**src/rtl/avalon_reg_slave.sv**
```systemverilog
// Avalon-MM register-bank slave with a programmable number of wait states.
// One transaction is in flight at a time; read data returns one cycle after the accept.
module avalon_reg_slave #(
    parameter int AW   = 4,
    parameter int DW   = 4,
    parameter int WAIT = 3,
    parameter int CW   = 8
) (
    input  logic          clock,
    input  logic          reset_n,
    input  logic          read,
    input  logic          write,
    input  logic [AW-1:0] address,
    input  logic [DW-1:0] writedata,
    output logic          waitrequest,
    output logic          readdatavalid,
    output logic [DW-1:0] readdata,
    output logic [CW-1:0] wr_count,
    output logic [CW-1:0] rd_count
);

    typedef enum logic [1:0] {
        IDLE    = 2'd0,
        WAITING = 2'd1,
        ACCEPT  = 2'd2
    } state_t;

    localparam int         DEPTH    = 1 << AW;
    localparam logic [3:0] CNT_LOAD = 4'(WAIT - 1);

    state_t        state;
    state_t        state_nx;
    logic [3:0]    cnt;
    logic [3:0]    cnt_nx;
    logic          rw;
    logic          commit_wr;
    logic          commit_rd;
    logic [DW-1:0] bank [DEPTH];

    assign rw = read | write;

    // Write wins over read when both are held in the accept cycle.
    assign commit_wr = (state == ACCEPT) && write;
    assign commit_rd = (state == ACCEPT) && read && !write;

    always_comb begin
        state_nx = state;
        cnt_nx   = cnt;
        case (state)
            IDLE: begin
                if (rw) begin
                    state_nx = WAITING;
                    cnt_nx   = CNT_LOAD;
                end
            end
            WAITING: begin
                if (!rw) begin
                    state_nx = IDLE;
                end else if (cnt == 4'd0) begin
                    state_nx = ACCEPT;
                end else begin
                    cnt_nx = cnt - 4'd1;
                end
            end
            ACCEPT: begin
                state_nx = IDLE;
            end
            default: begin
                state_nx = IDLE;
            end
        endcase
    end

    // waitrequest is flopped from the next state so it is low exactly while in ACCEPT.
    always_ff @(posedge clock or negedge reset_n) begin
        if (!reset_n) begin
            state       <= IDLE;
            cnt         <= 4'd0;
            waitrequest <= 1'b1;
        end else begin
            state       <= state_nx;
            cnt         <= cnt_nx;
            waitrequest <= (state_nx != ACCEPT);
        end
    end

    always_ff @(posedge clock or negedge reset_n) begin
        if (!reset_n) begin
            for (int i = 0; i < DEPTH; i++) begin
                bank[i] <= '0;
            end
        end else if (commit_wr) begin
            bank[address] <= writedata;
        end
    end

    always_ff @(posedge clock or negedge reset_n) begin
        if (!reset_n) begin
            readdatavalid <= 1'b0;
            readdata      <= '0;
            wr_count      <= '0;
            rd_count      <= '0;
        end else begin
            readdatavalid <= commit_rd;
            if (commit_rd) begin
                readdata <= bank[address];
                rd_count <= rd_count + CW'(1);
            end
            if (commit_wr) begin
                wr_count <= wr_count + CW'(1);
            end
        end
    end

endmodule

```
**config.mk**
```make
export PLATFORM = sky130hd
export DESIGN_NAME = avalon_reg_slave
export DESIGN_NICKNAME = d
export VERILOG_FILES = /design/src/rtl/avalon_reg_slave.sv
export SDC_FILE = /design/constraint.sdc
export NUM_CORES = 1
export LEC_CHECK = 0
export CORE_UTILIZATION = 40
export DETAILED_ROUTE_END_ITERATION = 6
export GPL_TIMING_DRIVEN = 1
export PLACE_DENSITY = 0.62
export SKIP_LAST_GASP = 1
export SLEW_MARGIN = 0
export SYNTH_ARGS = -nofsm -noshare
export SYNTH_HDL_FRONTEND = slang
export SYNTH_SLANG_ARGS = --single-unit
```
**constraint.sdc**
```tcl
create_clock -name clock -period 1.6 [get_ports clock]
set_input_delay 0.16 -clock clock [delete_from_list [all_inputs] [get_ports clock]]
set_output_delay 0.16 -clock clock [all_outputs]
set_load 0.01 [all_outputs]
```
# [After elaboration in Yosys (flattened, before gate mapping)]
# Cells that the tools add are included.
[word_totals] regBits=92 latchBits=0 mem_bits_rw=0 mem_bits_ro=0 inputBits=12 out_inout_bits=22 n_memories=0
[classes] addsub=3 n_mul=0 div=0 n_lt_le_gt_ge=2 eq_ne=6 shift=0 mux=14 bitwise=2 reduce_logical=9
[op_table] op="bitwise mux 64 bit" n=1
[op_table] op="2-to-1 mux 4 bit" n=6
[op_table] op="adder 8 x 1 -> 8 bit, second input constant" n=2
[op_table] op="binary-select mux 4 bit (select 4 bit)" n=1
[op_table] op="demux 4 bit (select 4 bit)" n=1
[op_table] op="!= test 2 bit, second input constant" n=4
[op_table] op="one-hot mux 4 bit (2 select lines)" n=1
[op_table] op="2-to-1 mux 2 bit" n=3
[op_table] op="greater-or-equal comparator 5 bit, second input constant" n=1
[op_table] op="< comparator 5 x 1 -> 1 bit, second input constant" n=1
[op_table] op="NOT 4 -> 5 bit" n=1
[op_table] op="logical AND 1 bit" n=4
[op_table] op="zero test 4 bit" n=1
[op_table] op="one-hot mux 2 bit (2 select lines)" n=1
[op_table] op="AND reduction 4 bit" n=1
[op_table] op="subtractor 4 x 1 -> 4 bit, second input constant" n=1
[op_table] op="equality test 2 x 1 -> 1 bit, second input constant" n=1
[op_table] op="equality test 2 bit, second input constant" n=1
[op_table] op="zero test 2 bit" n=1
[op_table] op="nonzero test 2 bit" n=1
[op_table] op="zero test 1 bit" n=1
[op_table] op="bitwise OR 1 bit" n=1

# [Depth between registers and ports, before layout]
# Gate-level depths: netlist (run 1).
[logic_depth] word_depth=6 mapped_depth=7 mapped_depth_nobuf=6

# [Least setup slack after synthesis (run 1)]
# Ideal clock, no wire load.
[synth_path] path_kind="reg-to-reg" startpoint="register state[0]" endpoint="register bank[60] (netlist bit)" arrival_ps=1603 required_ps=1475 setup_slack_ps=-127 stages_incl_launch_ff=6 n_path_buf=1 cell_sequence="dfrtp_1 -> buf_6 -> nand3b_4 -> or3_4 -> nor3_4 -> mux2_2"
[synth_between] elab_chain_cells=2
[synth_rtl] element="start, declared" line="31" text="state_t state;"
[synth_rtl] element="start signal, assigned" line="81" text="state <= state_nx;"
[synth_rtl] element="equality test 2 bit" line="43" text="assign commit_wr = (state == ACCEPT) && write;"
[synth_rtl] element="logical AND 1 bit" line="43"
[synth_rtl] element="end signal, assigned by index" line="93" text="bank[address] <= writedata;"
[synth_rtl] element="end, declared" line="38" text="logic [DW-1:0] bank [DEPTH];"
# No other way between the ends.
# A chain may end at the register's enable or synchronous reset.

# [Worst setup path after layout (run 1)]
[layout_path] startpoint="register state[0]" endpoint="register bank[62] (netlist bit)"
# Same word-level chain as after synthesis.

==> impl_metrics.toml, run 1 <==
[clock_network]
cts_sinks = 92
cts_tree = "yes"
numCtsBuffers = 9
htreeDepth = 3
clkTransAtPathRegs_ns = 0.10
cts_root_buf = "clkbuf_8"
clockBufferDepth = 2
insertion_delay_ns = 0.37

[detailed_routing]
antenna_left = 0
wl_per_cell_um = 17.0
dr.pass1.iters = 4
wl_um = 9040
post-route-drc-count = 0
first_iter_violations = 107
vias = 2809
routed_via_density = 5.29

[sta]
final-max-slew-violation-count = 0
relSlewSlack_pct = 71.5
worst_slew_pin_slew_ns = 0.428
setup_slack_ns = -0.111
fmax_mhz = 584
fin_skew_ns = 0.00591
fin_crit_ns = 1.71
period_share_pct = 107
hold_viol = 0
setup_viol = 33
fin_tns_setup_ns = -1.58
rsz0062_at_grt = "yes"

[floorplanning]
die_area_mm2 = 0.0112
std_cell_rows = 37
core_mm2 = 0.0104
die_y_um = 106
num_io_pins = 34
start_util_pct = 41.5
chipWidth_um = 106

[layout]
fin_nets = 406
syn_to_final_growth_pct = 28.3
antenna_cells = 0
fin_cells = 531
drive_above_1_share_pct = 41.0
nFillCells = 912
stdcell_area_mm2 = 0.00552
final_util_pct = 53.2

[outcome]
run_status = "complete, but fails checks"
violations = "negative setup slack"

[global_routing]
grt_max_degree = 38
gr-total-overflow = 0
grtUsageTotal_pct = 17.7
grt_pass1_vias = 2967
antenna_found_initial = 0
grt_pass1_wl_um = 15200

[setup_path]
reg2reg_slack_ns = -0.11
cp-start-kind = "flip-flop"
cp-end-kind = "flip-flop"
crit_required_ns = 1.86
cp_data_arrival_time_ns = 1.97
crit_type = "reg -> reg"
crit_fanout = 4
r2r_start = "state[0]"
reg2regPathDepth = 4
regToRegEndpoint = "bank[62]"

[yosys]
synth.cell_area_mm2 = 0.00430
synth_top_flop_cell = "dfrtp_1"
ys_types = 51
synth.most_common_cell = "dfrtp_1"
async_flop_share_pct = 100
yosysSeqAreaShare_pct = 53.5
synth_edf_count = 0
syn_nets = 331
syn_area_per_cell_um2 = 13.7
synth_area_leader_cell = "dfrtp_1"
synthTopCellsByCount = "91 x dfrtp_1, 66 x mux2_2, 20 x nand2_1"
synth_top_area_share_pct = 52.9
netlist_instances = 315
synth_area_leaders = "dfrtp_1 53%, mux2_2 17%, mux4_2 4.7%, mux2i_1 3.0%, xnor2_1 2.2%"
yosysWarnings = 0
synth-seq-cells = 92

[placed_design]
hpwl_um = 6360
pre_cts_slack_ns = -0.365
placed_cells = 507
dpl_cell_area_mm2 = 0.00506
gp_congestion = 0.780
portBuffers = 33

[power]
powerDensity_mw_per_mm2 = 1060
ir_drop_mv = 0.650
leakage_uw = 0.00261

[run]
maxCapViolations = 0

[hold_path]
hold_class = "in -> async"
## cells in the final DEF (no fill, tap or decap), types with 2 or more instances in the layout
cell / instances
bufinv_16: 2
inv_1: 4
a211oi_1: 2
nor3_1: 2
xnor2_1: 11
nand3_4: 2
a32oi_1: 2
o21ai_0: 6
nand2_4: 2
ha_1: 4
nand2_1: 14
a22oi_1: 3
dfrtp_1: 91
buf_12: 2
nand3_1: 11
nand2_2: 4
clkbuf_8: 9
nor2b_1: 4
xor2_1: 3
mux2i_1: 13
clkinvlp_4: 3
mux2_2: 33
mux4_2: 10
nand4_1: 5
buf_6: 2
clkdlybuf4s50_1: 30
nor2_1: 7
a21oi_1: 2
nor2_4: 4
nand2b_1: 2
buf_4: 42
mux2_4: 33
## sequential cells by signal (all words and copies together) (netlist names)
name / count
cnt: 4
readdata: 4
rd_count: 8
readdatavalid: 1
waitrequest: 1
state: 2
wr_count: 8
bank: 64
## cell type report
cell class / count / area, um2 / share of cell area (%)
Multi-Input combinational cell: 203 / 2100 / 38.0
Clock buffer: 9 / 124 / 2.24
Sequential cell: 92 / 2300 / 41.7
Timing Repair Buffer: 79 / 706 / 12.8
Tap cell: 136 / 170 / 3.08
Inverter: 5 / 18.8 / 0.340
Clock inverter: 7 / 100 / 1.81
## power by group
group,switching (uW),total (uW),internal [uW]
registers,196,2800,2610
clock network,867,1750,887
logic,555,1310,753
## timing repair
| item | 4_1_cts | 5_1_grt |
|---|---|---|
| setup buffers | 3 | 4 |
| endpoints found under the hold margin | 26 | 0 |
| resized for setup | 23 | 25 |
| hold buffers | 1 | 0 |
| endpoints found under the setup margin | 60 | 69 |
| pin swaps | 3 | 10 |
## critical path: stages, from the launching register on
cell and delay [ns]:
dfrtp_1 0.40, nand3b_4 0.17, or3_4 0.42, nor3_4 0.25, mux2_2 0.37
## metal layers
metal,global-route usage [%],share of wire (%),wire length (um)
met1,23.8,47,4270
met2,28.9,48,4350
met3,3.40,3.4,310
met4,5.65,1.1,103
met5,0,0,0
## per-stage QoR
stage	hold WS (ns)	power [uW]
floorplan	-0.136	3490
global placement	0.125	3980
detailed placement	0.132	4030
CTS	0.263	5860
global route	0.307	6160
finish	0.264	5870
## how the worst max path moves through the flow
stage             start        to  cells after the start
2_1_floorplan  state[0]  bank[60]                      5
3_3_place_gp      write  bank[62]                      5
3_5_place_dp      write  bank[42]                      6
4_1_cts        state[0]  bank[61]                      4
5_1_grt          cnt[0]    cnt[3]                      6
6_report       state[0]  bank[62]                      4
## cells by family after synthesis
| group | Yosys count | synth area share, % |
|---|---|---|
| DFF | 92 | 53.5 |
| muxes | 90 | 26.2 |
| and+or+nand+nor | 71 | 9.89 |
| AOI/OAI and AO/OA | 24 | 3.87 |
| buffers and inverters | 20 | 2.47 |
| xor gates and xnor gates | 14 | 2.85 |
| adders and majority gates | 4 | 1.16 |
(Power assumes the default switching activity.)
==> inputs of run 2 (changes only) <==
- TNS_END_PERCENT: unset -> 50
==> run 2 against run 1 <==
Net effect: the flow still finishes with violations (negative setup slack); first-iteration DRC count decreased by 32%; sequential power about the same; count of clock-buffer cells in the layout up 3; routed wire length is essentially flat; utilization shrank 1.6 points; worst hold slack improved by 0.099 ns; critical path type unchanged; largest power group unchanged.
==> impl_metrics.toml, run 2 (synthesis results as in run 1) <==
[outcome]
run_status = "complete, but fails checks"
violations = "negative setup slack"

[clock_network]
insertion_delay_ns = 0.35
cts_root_buf = "clkbuf_8"
numCtsBuffers = 9
cts_sinks = 92
htreeDepth = 3
clockBufferDepth = 2
clkTransAtPathRegs_ns = 0.09
cts_tree = "yes"

[layout]
antenna_cells = 0
final_util_pct = 51.7
nFillCells = 942
final_common_cell = "dfrtp_1"
syn_to_final_growth_pct = 24.5
drive_above_1_share_pct = 39.4
multiInputGateArea_mm2 = 0.00203
fin_nets = 405
mostFrequentLayoutCells = "90 x dfrtp_1, 43 x buf_4, 39 x mux2_2, 31 x clkdlybuf4s50_1, 27 x mux2_4"
regMostFlops = "bank"
fin_cells = 529
largest_register_ffs = 64
top_regs = "bank x64, rd_count x8, wr_count x8"
final-seq-area_mm2 = 0.00230

[global_routing]
grt_pass1_vias = 2809
grtUsageTotal_pct = 16.9
grt_pass1_wl_um = 14600
antenna_found_initial = 0
grt_max_degree = 93
gr-total-overflow = 0

[sta]
fin_skew_ns = 0.00864
fin_crit_ns = 1.70
final-max-slew-violation-count = 0
hold_viol = 0
setup_slack_ns = -0.0967
relSlewSlack_pct = 66.6
setup_viol = 44
period_share_pct = 106
fmax_mhz = 589
rsz0062_at_grt = "yes"
worst_slew_pin_slew_ns = 0.500

[setup_path]
cp_cell_sequence = "nand3b_4 -> or3_4 -> nor3_4 -> mux2_2"
cp_data_arrival_time_ns = 1.93
crit_type = "reg -> reg"
cp-end-kind = "flip-flop"
crit_buf_inv = 0
crit_required_ns = 1.84
path_delay_family = "simple AND/OR/NAND/NOR gates"
cp_slowest_cell = "dfrtp_1"
cp-start-kind = "flip-flop"
crit_fanout = 4
slowest_delay_ns = 0.42

[floorplanning]
die_area_mm2 = 0.0112
start_util_pct = 41.5
std_cell_rows = 37
num_io_pins = 34
core_mm2 = 0.0104
chipWidth_um = 106
die_y_um = 106

[placed_design]
placed_cells = 508
hpwl_um = 6030
portBuffers = 33
pre_cts_slack_ns = -0.375
gp_congestion = 0.772

[detailed_routing]
vias = 2748
first_iter_violations = 73
wl_um = 9040
wl_per_cell_um = 17.1
antenna_left = 0
post-route-drc-count = 0
dr.pass1.iters = 4
routed_via_density = 5.19

[run]
maxCapViolations = 0

[power]
powerDensity_mw_per_mm2 = 998
leakage_uw = 0.00256
ir_drop_mv = 0.592
power.total_uw = 5350

[hold_path]
hold_class = "in -> async"
[run 2: changes by cell type in the layout (fill, tap and decap cells not counted), moves of 3 or more]
| cell | previous run | this run |
|---|---|---|
| clkinv_2 | 0 | 3 |
| mux2_4 | 33 | 27 |
| clkinvlp_4 | 3 | 0 |
| clkbuf_1 | 0 | 3 |
| mux2_2 | 33 | 39 |
| nand2_1 | 14 | 17 |
[run 2: metrics by stage]
step	TNS (ns)	cell area, um2	hold slack (ns)
final	-1.86	5360	0.363
after global routing	-6.17	5360	0.430
after CTS	-1.56	5250	0.400
after detailed placement	-22.22	5030	0.250
after global placement	-22.10	5030	0.249
after floorplan	-1.21	4320	-0.136
[run 2: final timing paths]
kind,from,end,slack [ns],cells past startpoint
min in group clock,wr_count[7],wr_count[7],0.48,1
hold / removal,reset_n,cnt[2],0.36,3
setup / recovery,state[0],bank[61],-0.1,4
setup reg to reg,state[0],bank[61],-0.1,4
max in group asynchronous,reset_n,bank[28],0.82,3
hold reg to reg,wr_count[7],wr_count[7],0.48,1
[run 2: metal layers]
layer	track usage (%)	wire length [um]	up-vias
li1	-	-	1285
met1	23.6	4380	1391
met2	26.4	4160	62
met3	4.39	393	10
met4	3.77	106	0
met5	0	0	-
[run 2: what timing repair did]
item	CTS	global route
setup buffers	2	3
hold buffers	1	0
endpoints found under the hold margin	91	0
resized for setup	14	23
endpoints found under the setup margin	57	75
pin swaps	2	7
[run 2: power by group]
part | switching, uW | total (uW) | internal (uW) | leakage, uW
logic | 529 | 1220 | 695 | 0.00121
clock network | 758 | 1310 | 551 | 0.0000800
registers | 203 | 2810 | 2610 | 0.00126
[run 2: worst min-delay path, stage by stage]
cell           delay (ns)
dlygate4sd3_1        0.52
buf_4                0.12
buf_12               0.36
[run 2: layout make-up]
cell class | instances | area share [%]
Inverter | 5 | 0.350
Clock inverter | 3 | 0.280
Clock buffer | 12 | 2.52
Timing Repair Buffer | 78 | 12.7
Multi-Input combinational cell | 203 | 38.0
Sequential cell | 92 | 43.0
Tap cell | 136 | 3.18
==> inputs of run 3 (changes only) <==
- SKIP_CTS_REPAIR_TIMING: unset -> 1
==> run 3 against run 2 <==
Net effect: the run still ends with negative setup slack left; non-clock buffer count is 1 lower; combinational power hardly changed; routed wire length is 1.4% lower; sequential share of layout area is 0.10 points higher; worst hold slack better by 0.0097 ns; final area is 0.23% lower; sequential power hardly changed; clock power hardly changed; global-route usage is 0.43 points lower; fmax is 1.4% lower; critical path type unchanged.
==> impl_metrics.toml, run 3 (synthesis results as in run 1) <==
[layout]
nFillCells = 940
syn_to_final_growth_pct = 24.2
regMostFlops = "bank"
final_util_pct = 51.5
final_common_cell = "dfrtp_1"
drive_above_1_share_pct = 39.0
final-seq-area_mm2 = 0.00230
multiInputGateArea_mm2 = 0.00203
top_regs = "bank x64, rd_count x8, wr_count x8"
mostFrequentLayoutCells = "90 x dfrtp_1, 42 x mux2_2, 41 x buf_4, 31 x clkdlybuf4s50_1, 24 x mux2_4"
antenna_cells = 0
fin_nets = 404
largest_register_ffs = 64

[sta]
fin_skew_ns = 0.00733
worst_slew_pin_slew_ns = 0.502
fmax_mhz = 581
rsz0062_at_grt = "yes"
setup_viol = 50
relSlewSlack_pct = 66.5
final-max-slew-violation-count = 0
period_share_pct = 108
setup_slack_ns = -0.121
fin_crit_ns = 1.72
hold_viol = 0

[detailed_routing]
post-route-drc-count = 0
first_iter_violations = 52
wl_per_cell_um = 16.9
routed_via_density = 5.16
vias = 2722
antenna_left = 0
dr_wl_met3_um = 361
wl_um = 8920
routedLengthMet1_um = 4290
highest_layer = "met4"
dr.pass1.iters = 4
wl_met2_um = 4140

[clock_network]
cts_tree = "yes"
insertion_delay_ns = 0.35
clockBufferDepth = 2
clkTransAtPathRegs_ns = 0.08
numCtsBuffers = 9
cts_sinks = 92
htreeDepth = 3
cts_root_buf = "clkbuf_8"

[floorplanning]
die_y_um = 106
start_util_pct = 41.5
chipWidth_um = 106
die_area_mm2 = 0.0112
core_mm2 = 0.0104
std_cell_rows = 37
num_io_pins = 34

[setup_path]
cp_cell_sequence = "nand3b_4 -> or3_4 -> nor3_4 -> mux2_2"
crit_required_ns = 1.83
slowest_delay_ns = 0.43
r2r_start = "state[0]"
path_delay_family = "simple AND/OR/NAND/NOR gates"
crit_type = "reg -> reg"
cp_slowest_cell = "dfrtp_1"
cp-startpoint = "state[0]"
crit_fanout = 4
crit_buf_inv = 0
cp-end-kind = "flip-flop"
cp_data_arrival_time_ns = 1.95
cp-start-kind = "flip-flop"

[placed_design]
gp_congestion = 0.772
pre_cts_slack_ns = -0.375
hpwl_um = 6030
portBuffers = 33

[hold_path]
hold_class = "in -> async"

[power]
ir_drop_mv = 0.592
powerDensity_mw_per_mm2 = 995
power.internal_uw = 3840
seq_power_share_pct = 52.8
leakage_uw = 0.00258
power.total_uw = 5320
swShare_pct = 27.7
power.share.clock_pct = 24.4
switching_power_uw = 1480
comb_power_share_pct = 22.8

[outcome]
violations = "negative setup slack"
run_status = "complete, but fails checks"

[global_routing]
grtUsageTotal_pct = 16.5
antenna_found_initial = 0
gr-total-overflow = 0
grt_pass1_vias = 2768
grt_pass1_wl_um = 14200
grt_max_degree = 93

[run]
maxCapViolations = 0
run 3: power groups by stage:
stage	logic (uW)	registers (uW)	clock network, uW
after floorplan	651	2830	0
after global placement	1130	2840	0
after detailed placement	1170	2850	0
after CTS	1170	2810	1340
after global routing	1330	2850	1430
final	1210	2810	1300
run 3: worst reg2reg max path, cell delays in order (launching register included):
cell and delay [ns]:
dfrtp_1 0.43, nand3b_4 0.17, or3_4 0.41, nor3_4 0.24
mux2_2 0.36
run 3: area by class of cell:
type                       instances  share of cell area, %
clock buffer                      12                   2.53
clock inverter                     3                  0.281
inverter                           5                  0.351
multi-input combinational        203                   37.9
sequential                        92                   43.1
tap                              136                   3.18
timing repair buffer              77                   12.6
run 3: metrics by stage:
stage / cell area [um2] / hold slack [ns] / setup TNS (ns) / instances
floorplan: 4320 / -0.136 / -1.21 / 315
global placement: 5030 / 0.249 / -22.10 / 508
detailed placement: 5030 / 0.250 / -22.22 / 508
CTS: 5180 / -0.142 / -2.51 / 523
global route: 5350 / 0.430 / -6.36 / 528
finish: 5350 / 0.373 / -1.86 / 528
run 3: final timing paths:
check	slack [ns]	depth (start not counted)	end
setup / recovery	-0.12	4	bank[61]
hold / removal	0.37	3	cnt[2]
setup reg to reg	-0.12	4	bank[61]
hold reg to reg	0.48	1	wr_count[7]
max in group asynchronous	0.82	3	bank[28]
min in group clock	0.48	1	wr_count[7]
run 3: metal layers:
| metal | GRT usage, % | up-vias |
|---|---|---|
| met5 | 0 | - |
| met4 | 3.87 | 0 |
| met3 | 4.51 | 12 |
| met2 | 25.2 | 56 |
| met1 | 23.3 | 1371 |
| li1 | - | 1283 |
